## src/rtl/schema_sweep_ctrl.sv

```systemverilog
// schema_sweep_ctrl
// Drives a 3-input combinational schema block through all eight input
// vectors in binary order. Each vector is held for SETTLE_CYCLES extra
// cycles, then f is sampled into the observed truth table and compared
// against the host-supplied expected table.
//
// Optional build macro: SCHEMA_SWEEP_EARLY_STOP_EN
//   defined   - the sweep ends at the first mismatching vector
//   undefined - all eight vectors are always swept
//
// state  | meaning
// IDLE   | waiting for start, results held from the previous sweep
// SETTLE | current vector driven, counting down before the sample edge
// DONE   | one-cycle completion pulse, pass flag resolved

module schema_sweep_ctrl #(
    parameter int SETTLE_CYCLES = 2
) (
    input  logic       clk,
    input  logic       rst_n,
    input  logic       start,
    input  logic [7:0] expected,
    input  logic       f,
    output logic       a,
    output logic       b,
    output logic       c,
    output logic       busy,
    output logic       done,
    output logic [7:0] truth,
    output logic       pass,
    output logic [3:0] mismatch_cnt,
    output logic [2:0] first_bad
);

    typedef enum logic [1:0] {
        IDLE   = 2'd0,
        SETTLE = 2'd1,
        DONE   = 2'd2
    } state_t;

    localparam logic [3:0] SETTLE_LD = 4'(SETTLE_CYCLES);

    state_t     state, state_nxt;
    // vec doubles as the sweep index and the driven {a,b,c} value
    logic [2:0] vec, vec_nxt;
    logic [3:0] cnt, cnt_nxt;
    logic [7:0] truth_nxt;
    logic [3:0] mismatch_cnt_nxt;
    logic [2:0] first_bad_nxt;
    logic       pass_nxt;
    logic       busy_nxt;
    logic       sample_bad;

    assign a    = vec[2];
    assign b    = vec[1];
    assign c    = vec[0];
    assign done = (state == DONE);

    assign sample_bad = (f != expected[vec]);

    // State and datapath registers; reset aborts any sweep without a done pulse
    always_ff @(posedge clk or negedge rst_n) begin
        if (!rst_n) begin
            state        <= IDLE;
            vec          <= 3'd0;
            cnt          <= 4'd0;
            truth        <= 8'd0;
            mismatch_cnt <= 4'd0;
            first_bad    <= 3'd0;
            pass         <= 1'b0;
            busy         <= 1'b0;
        end else begin
            state        <= state_nxt;
            vec          <= vec_nxt;
            cnt          <= cnt_nxt;
            truth        <= truth_nxt;
            mismatch_cnt <= mismatch_cnt_nxt;
            first_bad    <= first_bad_nxt;
            pass         <= pass_nxt;
            busy         <= busy_nxt;
        end
    end

    // Next-state and next-datapath decode
    always_comb begin
        state_nxt        = state;
        vec_nxt          = vec;
        cnt_nxt          = cnt;
        truth_nxt        = truth;
        mismatch_cnt_nxt = mismatch_cnt;
        first_bad_nxt    = first_bad;
        pass_nxt         = pass;
        busy_nxt         = busy;

        case (state)
            IDLE: begin
                if (start) begin
                    vec_nxt          = 3'd0;
                    cnt_nxt          = SETTLE_LD;
                    truth_nxt        = 8'd0;
                    mismatch_cnt_nxt = 4'd0;
                    first_bad_nxt    = 3'd0;
                    pass_nxt         = 1'b0;
                    busy_nxt         = 1'b1;
                    state_nxt        = SETTLE;
                end
            end

            SETTLE: begin
                if (cnt != 4'd0) begin
                    cnt_nxt = cnt - 4'd1;
                end else begin
                    truth_nxt[vec] = f;
                    if (sample_bad) begin
                        mismatch_cnt_nxt = mismatch_cnt + 4'd1;
                        if (mismatch_cnt == 4'd0) begin
                            first_bad_nxt = vec;
                        end
                    end
`ifdef SCHEMA_SWEEP_EARLY_STOP_EN
                    if (sample_bad || (vec == 3'd7)) begin
                        state_nxt = DONE;
                    end else begin
                        vec_nxt = vec + 3'd1;
                        cnt_nxt = SETTLE_LD;
                    end
`else
                    if (vec == 3'd7) begin
                        state_nxt = DONE;
                    end else begin
                        vec_nxt = vec + 3'd1;
                        cnt_nxt = SETTLE_LD;
                    end
`endif
                end
            end

            DONE: begin
                busy_nxt  = 1'b0;
                pass_nxt  = (mismatch_cnt == 4'd0);
                state_nxt = IDLE;
            end

            default: begin
                state_nxt = IDLE;
                busy_nxt  = 1'b0;
            end
        endcase
    end

endmodule
```

## config.mk

```make
export PLATFORM = sky130hd
export DESIGN_NAME = schema_sweep_ctrl
export DESIGN_NICKNAME = d
export VERILOG_FILES = /design/src/rtl/schema_sweep_ctrl.sv
export SDC_FILE = /design/constraint.sdc
export NUM_CORES = 1
export LEC_CHECK = 0
export CELL_PAD_IN_SITES_DETAIL_PLACEMENT = 1
export CELL_PAD_IN_SITES_GLOBAL_PLACEMENT = 1
export CORE_UTILIZATION = 40
export CTS_CLUSTER_DIAMETER = 80
export CTS_CLUSTER_SIZE = 8
export DETAILED_ROUTE_END_ITERATION = 10
export GPL_TIMING_DRIVEN = 0
export PLACE_DENSITY = 0.84
export SYNTH_ARGS = -nofsm -noshare
export SYNTH_HDL_FRONTEND = slang
export SYNTH_SLANG_ARGS = --single-unit
export TNS_END_PERCENT = 30
```

## constraint.sdc

```tcl
create_clock -name clk -period 3.9 [get_ports clk]
set_input_delay 0.78 -clock clk [delete_from_list [all_inputs] [get_ports clk]]
set_output_delay 0.78 -clock clk [all_outputs]
set_load 0.02 [all_outputs]
```

# == Word level (Yosys, flattened, before mapping) ==
# Cells that the tools add are included.
# classes
magnitude_cmp,2
bitwise_logic,1
eq_ne,11
add_sub_neg,3
n_mux,32
reduce_logical,14
# ops
operator,n
$mux W4,6
$mux W3,6
$mux W8,2
$pmux W4 S2,2
$pmux W8 S2,1
$ne A2 B2 Y1 const B,6
$pmux W3 S2,2
$reduce_and A3 Y1,3
$bwmux W8,1
$reduce_and A4 Y1,2
$mux W2,3
$reduce_and A5 Y1,1
$add A4 B1 Y4 const B,1
$logic_not A4 Y1,1
$lt A3 B4 Y1 const B,1
$mux W1,4
$pmux W1 S2,2
$pmux W2 S2,1
$reduce_and A2 Y1,2
$reduce_bool A2 Y1,2
$reduce_bool A4 Y1,1
$sub A4 B1 Y4 const B,1
$add A3 B1 Y3 const B,1
$bmux W1 S3,1
10 further kinds,10
# totals
out_inout_bits,21
inputBits,12
regBits,26
word_cells,71

# == Logic depth before layout (Yosys ltp) ==
# logic_depth
ltp_word,7
mapped_depth,8
mapped_depth_nobuf,8

# == Worst setup path before layout ==
# OpenSTA, ideal clock, no wires.
# synth_path
path_type,input -> register
start,input expected[1]
end,register mismatch_cnt[3]
setup_ps,127
arrival_ps,1804
path_buffers,0
required_ps,3773
stages,6
slack_ps,1969
cell_sequence,mux2i_1 -> o22ai_2 -> o211a_1 -> nor3_4 -> nand4_1 -> mux2i_1
# synth_between
elab_chain_len,5
# synth_rtl
element,line,rtl
start: declaration,22,"input logic [7:0] expected,"
$bmux W1 S3,59,assign sample_bad = (f != expected[vec]);
$mux W1 (implied by the code),59,
$ne A1 B1 Y1,59,
$ne A2 B2 Y1 (no source line),-,
$reduce_and A4 Y1 (no source line),-,
end signal: assignment,77,mismatch_cnt <= mismatch_cnt_nxt;
end: declaration,31,"output logic [3:0] mismatch_cnt,"
# Every way passes these cells. The select of a mux whose other input is x is not followed.
# A chain may end at the register's enable or synchronous reset.

# == Worst setup path after layout ==
# layout_path
start,register state[1]
end,output done
# layout_between
elab_chain_len,1
# layout_rtl
element,line,rtl
start: declaration,43,"state_t state, state_nxt;"
start signal: assignment,73,state <= state_nxt;
$eq A2 B2 Y1,57,assign done = (state == DONE);
end: declaration,28,"output logic done,"
# Every way passes these cells.

==> Flow_metrics.wiki <==
{| class="wikitable"
! Metric !! Value
|-
| Ordered list of cells on the worst path || clkbuf_1, nor2b_1, clkdlybuf4s50_1
|-
| Max frequency || ~380 MHz
|-
| Routed wire per std cell || between 15 and 20 um
|-
| Status || complete, no violations
|-
| Proportion of netlist area held by the largest area contributor || a little under half
|-
| Worst setup EP type || output port
|-
| Part of the cycle the worst path needs || between 60% and 70%
|-
| DRC marker count from the first detailed-route iteration || 37
|-
| Max-slew headroom at the worst pin || between 20% and 30%
|-
| Worst path slowest cell || sky130_fd_sc_hd__clkdlybuf4s50_1
|-
| Largest stage delay, worst path || around 0.63 ns
|-
| Inserted Diodes || 0
|-
| Maximum clock insertion buffer count || 2
|-
| Number of nets produced by synthesis || 160
|-
| Depth of the worst register-to-register path || 8
|-
| Min Clock Period, post-route || 2.66 ns
|-
| Average via count per standard cell || 5.45
|-
| Synthesized area divided by synthesized cell count || approximately 9.9 um2
|-
| Clock Pin Slew Worst Setup and Hold Paths || roughly 0.14 ns
|-
| Number of storage elements in the synthesis netlist || 26
|-
| Beginning of the worst hold path || busy
|-
| Post-Route WL || 3600 um
|-
| Reg-to-reg slack, setup || roughly 1.7 ns
|-
| Total Nets Final || 197
|-
| Post-synth ARST share || 100%
|-
| Power density normalized to cell area || approximately 760 nW/um2
|-
| Delay-heaviest family, CP || buffers and inverters
|-
| Area contributors post-synth || sky130_fd_sc_hd__dfrtp_1, sky130_fd_sc_hd__o21ai_0, sky130_fd_sc_hd__ha_1, sky130_fd_sc_hd__mux2i_1, sky130_fd_sc_hd__nor2_1
|-
| Row cnt || 21
|-
| Number of top-level pins || 33
|-
| DIE WIDTH || between 60 and 70 um
|-
| Vertical die dimension || between 60 and 70 um
|-
| Vias after detailed routing || roughly 1200
|-
| Required @ worst endpoint || 3.12 ns
|-
| Dominant synthesized flop cell || sky130_fd_sc_hd__dfrtp_1
|-
| Vias in the first global route || between 1000 and 1500
|-
| Syn. warnings || 0
|-
| Die Outline Area || 3760 um2
|-
| Critical path class || register to output port
|-
| Max rail drop VDD || between 0.3 and 0.4 mV
|-
| TritonCTS clock tree || done
|-
| Global route overflow || 0
|-
| Starting density of the core || around two fifths
|-
| IO buf count || 32
|-
| Most frequently used cell type in the post-synthesis netlist || sky130_fd_sc_hd__dfrtp_1
|-
| Total leakage power || a little under 0.8 nW
|-
| Reg-to-reg endpoint || mismatch_cnt[3]
|-
| Library cell used as clock root buffer || sky130_fd_sc_hd__clkbuf_4
|-
| Cell depth of the worst setup path || 3
|-
| Detailed-placement wirelength estimate || 2740 um
|-
| CP Data Arrival Time || around 1.9 ns
|-
| Hold path cells || 2
|-
| Num CTS Buffers || 3
|-
| Max Cap Viol || 0
|-
| Antenna violation net count after detailed routing || 0
|-
| Largest net degree at the start of global routing || 27
|-
| Number of hold-slack violations in the final timing report || 0
|-
| Number of pins exceeding their max-slew limit in the final report || 0
|-
| Routability congestion estimate from global placement || 0.766
|-
| Global-route wire length before repair || between 6000 and 7000 um
|-
| Number of distinct library cells after synthesis || 39
|-
| Hold buffer count at CTS || 0
|-
| Final setup violation count || 0
|-
| Area growth syn-to-layout || 29.4%
|-
| Count of flip-flops with a built-in enable after synthesis || 0
|-
| Worst hold slack across all endpoints || about 0.52 ns
|-
| DRT Pass-1 Iters || 4
|-
| Instance area after placement || ~1800 um2
|-
| Syn Std Cell Area || between 1000 and 1500 um2
|-
| Startpoint of the worst-slack reg-to-reg timing path || cnt[0]
|-
| Number of H-tree levels || 1
|-
| Setup TNS || 0 ns
|-
| Count of buffers added by post-CTS timing repair for setup || 0
|-
| CTS sink cnt || 26
|-
| Overall power of the completed layout || 1.39 mW
|-
| Startpoint class of the critical path || register
|-
| Area leader, netlist || sky130_fd_sc_hd__dfrtp_1
|-
| Layout cells sized above 1 || 8.43%
|-
| Sequential-to-total area share from yosys stat || around 46%
|-
| Overall fraction of global-route tracks in use || a little over a fifth
|-
| Clock skew || around 0.0012 ns
|-
| Class of the worst hold path || register to register
|-
| Number of remaining DRC errors || 0
|-
| Post-cts repair resize count || 0
|-
| Core Area || 3360 um2
|-
| Number of standard cells after synthesis || approximately 140
|-
| Leading post-synthesis cells by instance count || sky130_fd_sc_hd__dfrtp_1, sky130_fd_sc_hd__o21ai_0, sky130_fd_sc_hd__nor2_1
|-
| Antenna violations before repair || 0
|-
| Skew-Pair Late Insertion Delay || 0.32 ns
|-
| Worst-margin pin slew || between 1 and 1.5 ns
|-
| Summed area of non-filler cells in the final layout || about 1800 um2
|-
| Placed instance count || 220
|-
| Non-filler cells in the finished layout || roughly 220
|-
| Worst-path fanout max || 10
|-
| Min-Delay Endpoint || busy
|-
| Setup repair after global routing missed its margin || false
|-
| Worst path bufs/invs || 2
|}
[cell families (layout without fill, tap and decap cells)]
family	count (synthesis)	in the layout	share of synthesized area [%]
and+or+nand+nor	44	44	17.9
buffers and inverters	13	49	4.80
adders and majority gates	6	6	5.33
xor gates and xnor gates	1	1	0.622
DFF	26	26	46.2
muxes	7	7	5.06
AOI/OAI and AO/OA	45	45	20.2
[worst max path at each step]
stage / startpoint / end / slack (ns)
after detailed placement: expected[5] / first_bad[2] / 1.29
after global routing: state[1] / done / 1.07
after floorplan: expected[1] / mismatch_cnt[3] / 1.97
final: state[1] / done / 1.24
after global placement: expected[5] / first_bad[2] / 1.39
after CTS: state[1] / done / 1.23
[through the flow]
step           utilization, %  worst slack [ns]
2_1_floorplan               -              1.97
3_3_place_gp             53.1              1.39
3_5_place_dp             53.1              1.29
4_1_cts                  54.2              1.23
5_1_grt                  54.2              1.07
6_report                 54.2              1.24
[tightest hold or removal path: stages, from the launching register on]
cell	delay (ns)
sky130_fd_sc_hd__dfrtp_1	0.40
sky130_fd_sc_hd__inv_1	0.06
sky130_fd_sc_hd__a21oi_1	0.05
[power breakdown]
group / internal (mW) / switching [mW] / leakage [nW] / total, mW
combinational: 0.360 / 0.430 / 0.433 / 0.790
clock: 0.0571 / 0.0810 / 0.0210 / 0.138
sequential: 0.374 / 0.0841 / 0.330 / 0.458
total: 0.791 / 0.595 / 0.784 / 1.39
[cell usage in the layout, fill, tap and decap left out, types with 2 or more instances in the layout]
master,instances
sky130_fd_sc_hd__a22o_1,2
sky130_fd_sc_hd__nor3_1,3
sky130_fd_sc_hd__clkbuf_1,3
sky130_fd_sc_hd__clkbuf_4,3
sky130_fd_sc_hd__ha_1,6
sky130_fd_sc_hd__nand2_1,5
sky130_fd_sc_hd__clkdlybuf4s50_1,32
sky130_fd_sc_hd__mux2i_1,6
sky130_fd_sc_hd__buf_6,2
sky130_fd_sc_hd__dfrtp_1,26
sky130_fd_sc_hd__a31oi_1,5
sky130_fd_sc_hd__nor2_1,14
sky130_fd_sc_hd__nor3_2,2
sky130_fd_sc_hd__o21a_1,2
sky130_fd_sc_hd__nand2b_1,4
sky130_fd_sc_hd__inv_1,7
sky130_fd_sc_hd__a21oi_1,3
sky130_fd_sc_hd__o21ai_0,23
sky130_fd_sc_hd__nand3_1,4
sky130_fd_sc_hd__a32o_1,4
[sequential cells by signal, summed over array words and instances, names as in the netlist]
signal / cells
vec: 3
mismatch_cnt: 4
state: 2
first_bad: 3
busy: 1
pass: 1
truth: 8
cnt: 4
[routing by layer]
metal	part of all wire, %	track usage (%)	up-vias
li1	-	-	588
met1	44	29.6	599
met2	51	36.3	27
met3	3.3	2.31	6
met4	1.5	8.25	0
met5	0	0	-
[cell type report]
type                            count  area [um2]
Buffer                              6        41.3
Clock buffer                        4        36.3
Fill cell                         404        1540
Sequential cell                    26         651
Multi-Input combinational cell    103         691
Timing Repair Buffer               32         320
Tap cell                           46        57.6
Inverter                            7        26.3
(Power assumes the default switching activity.)
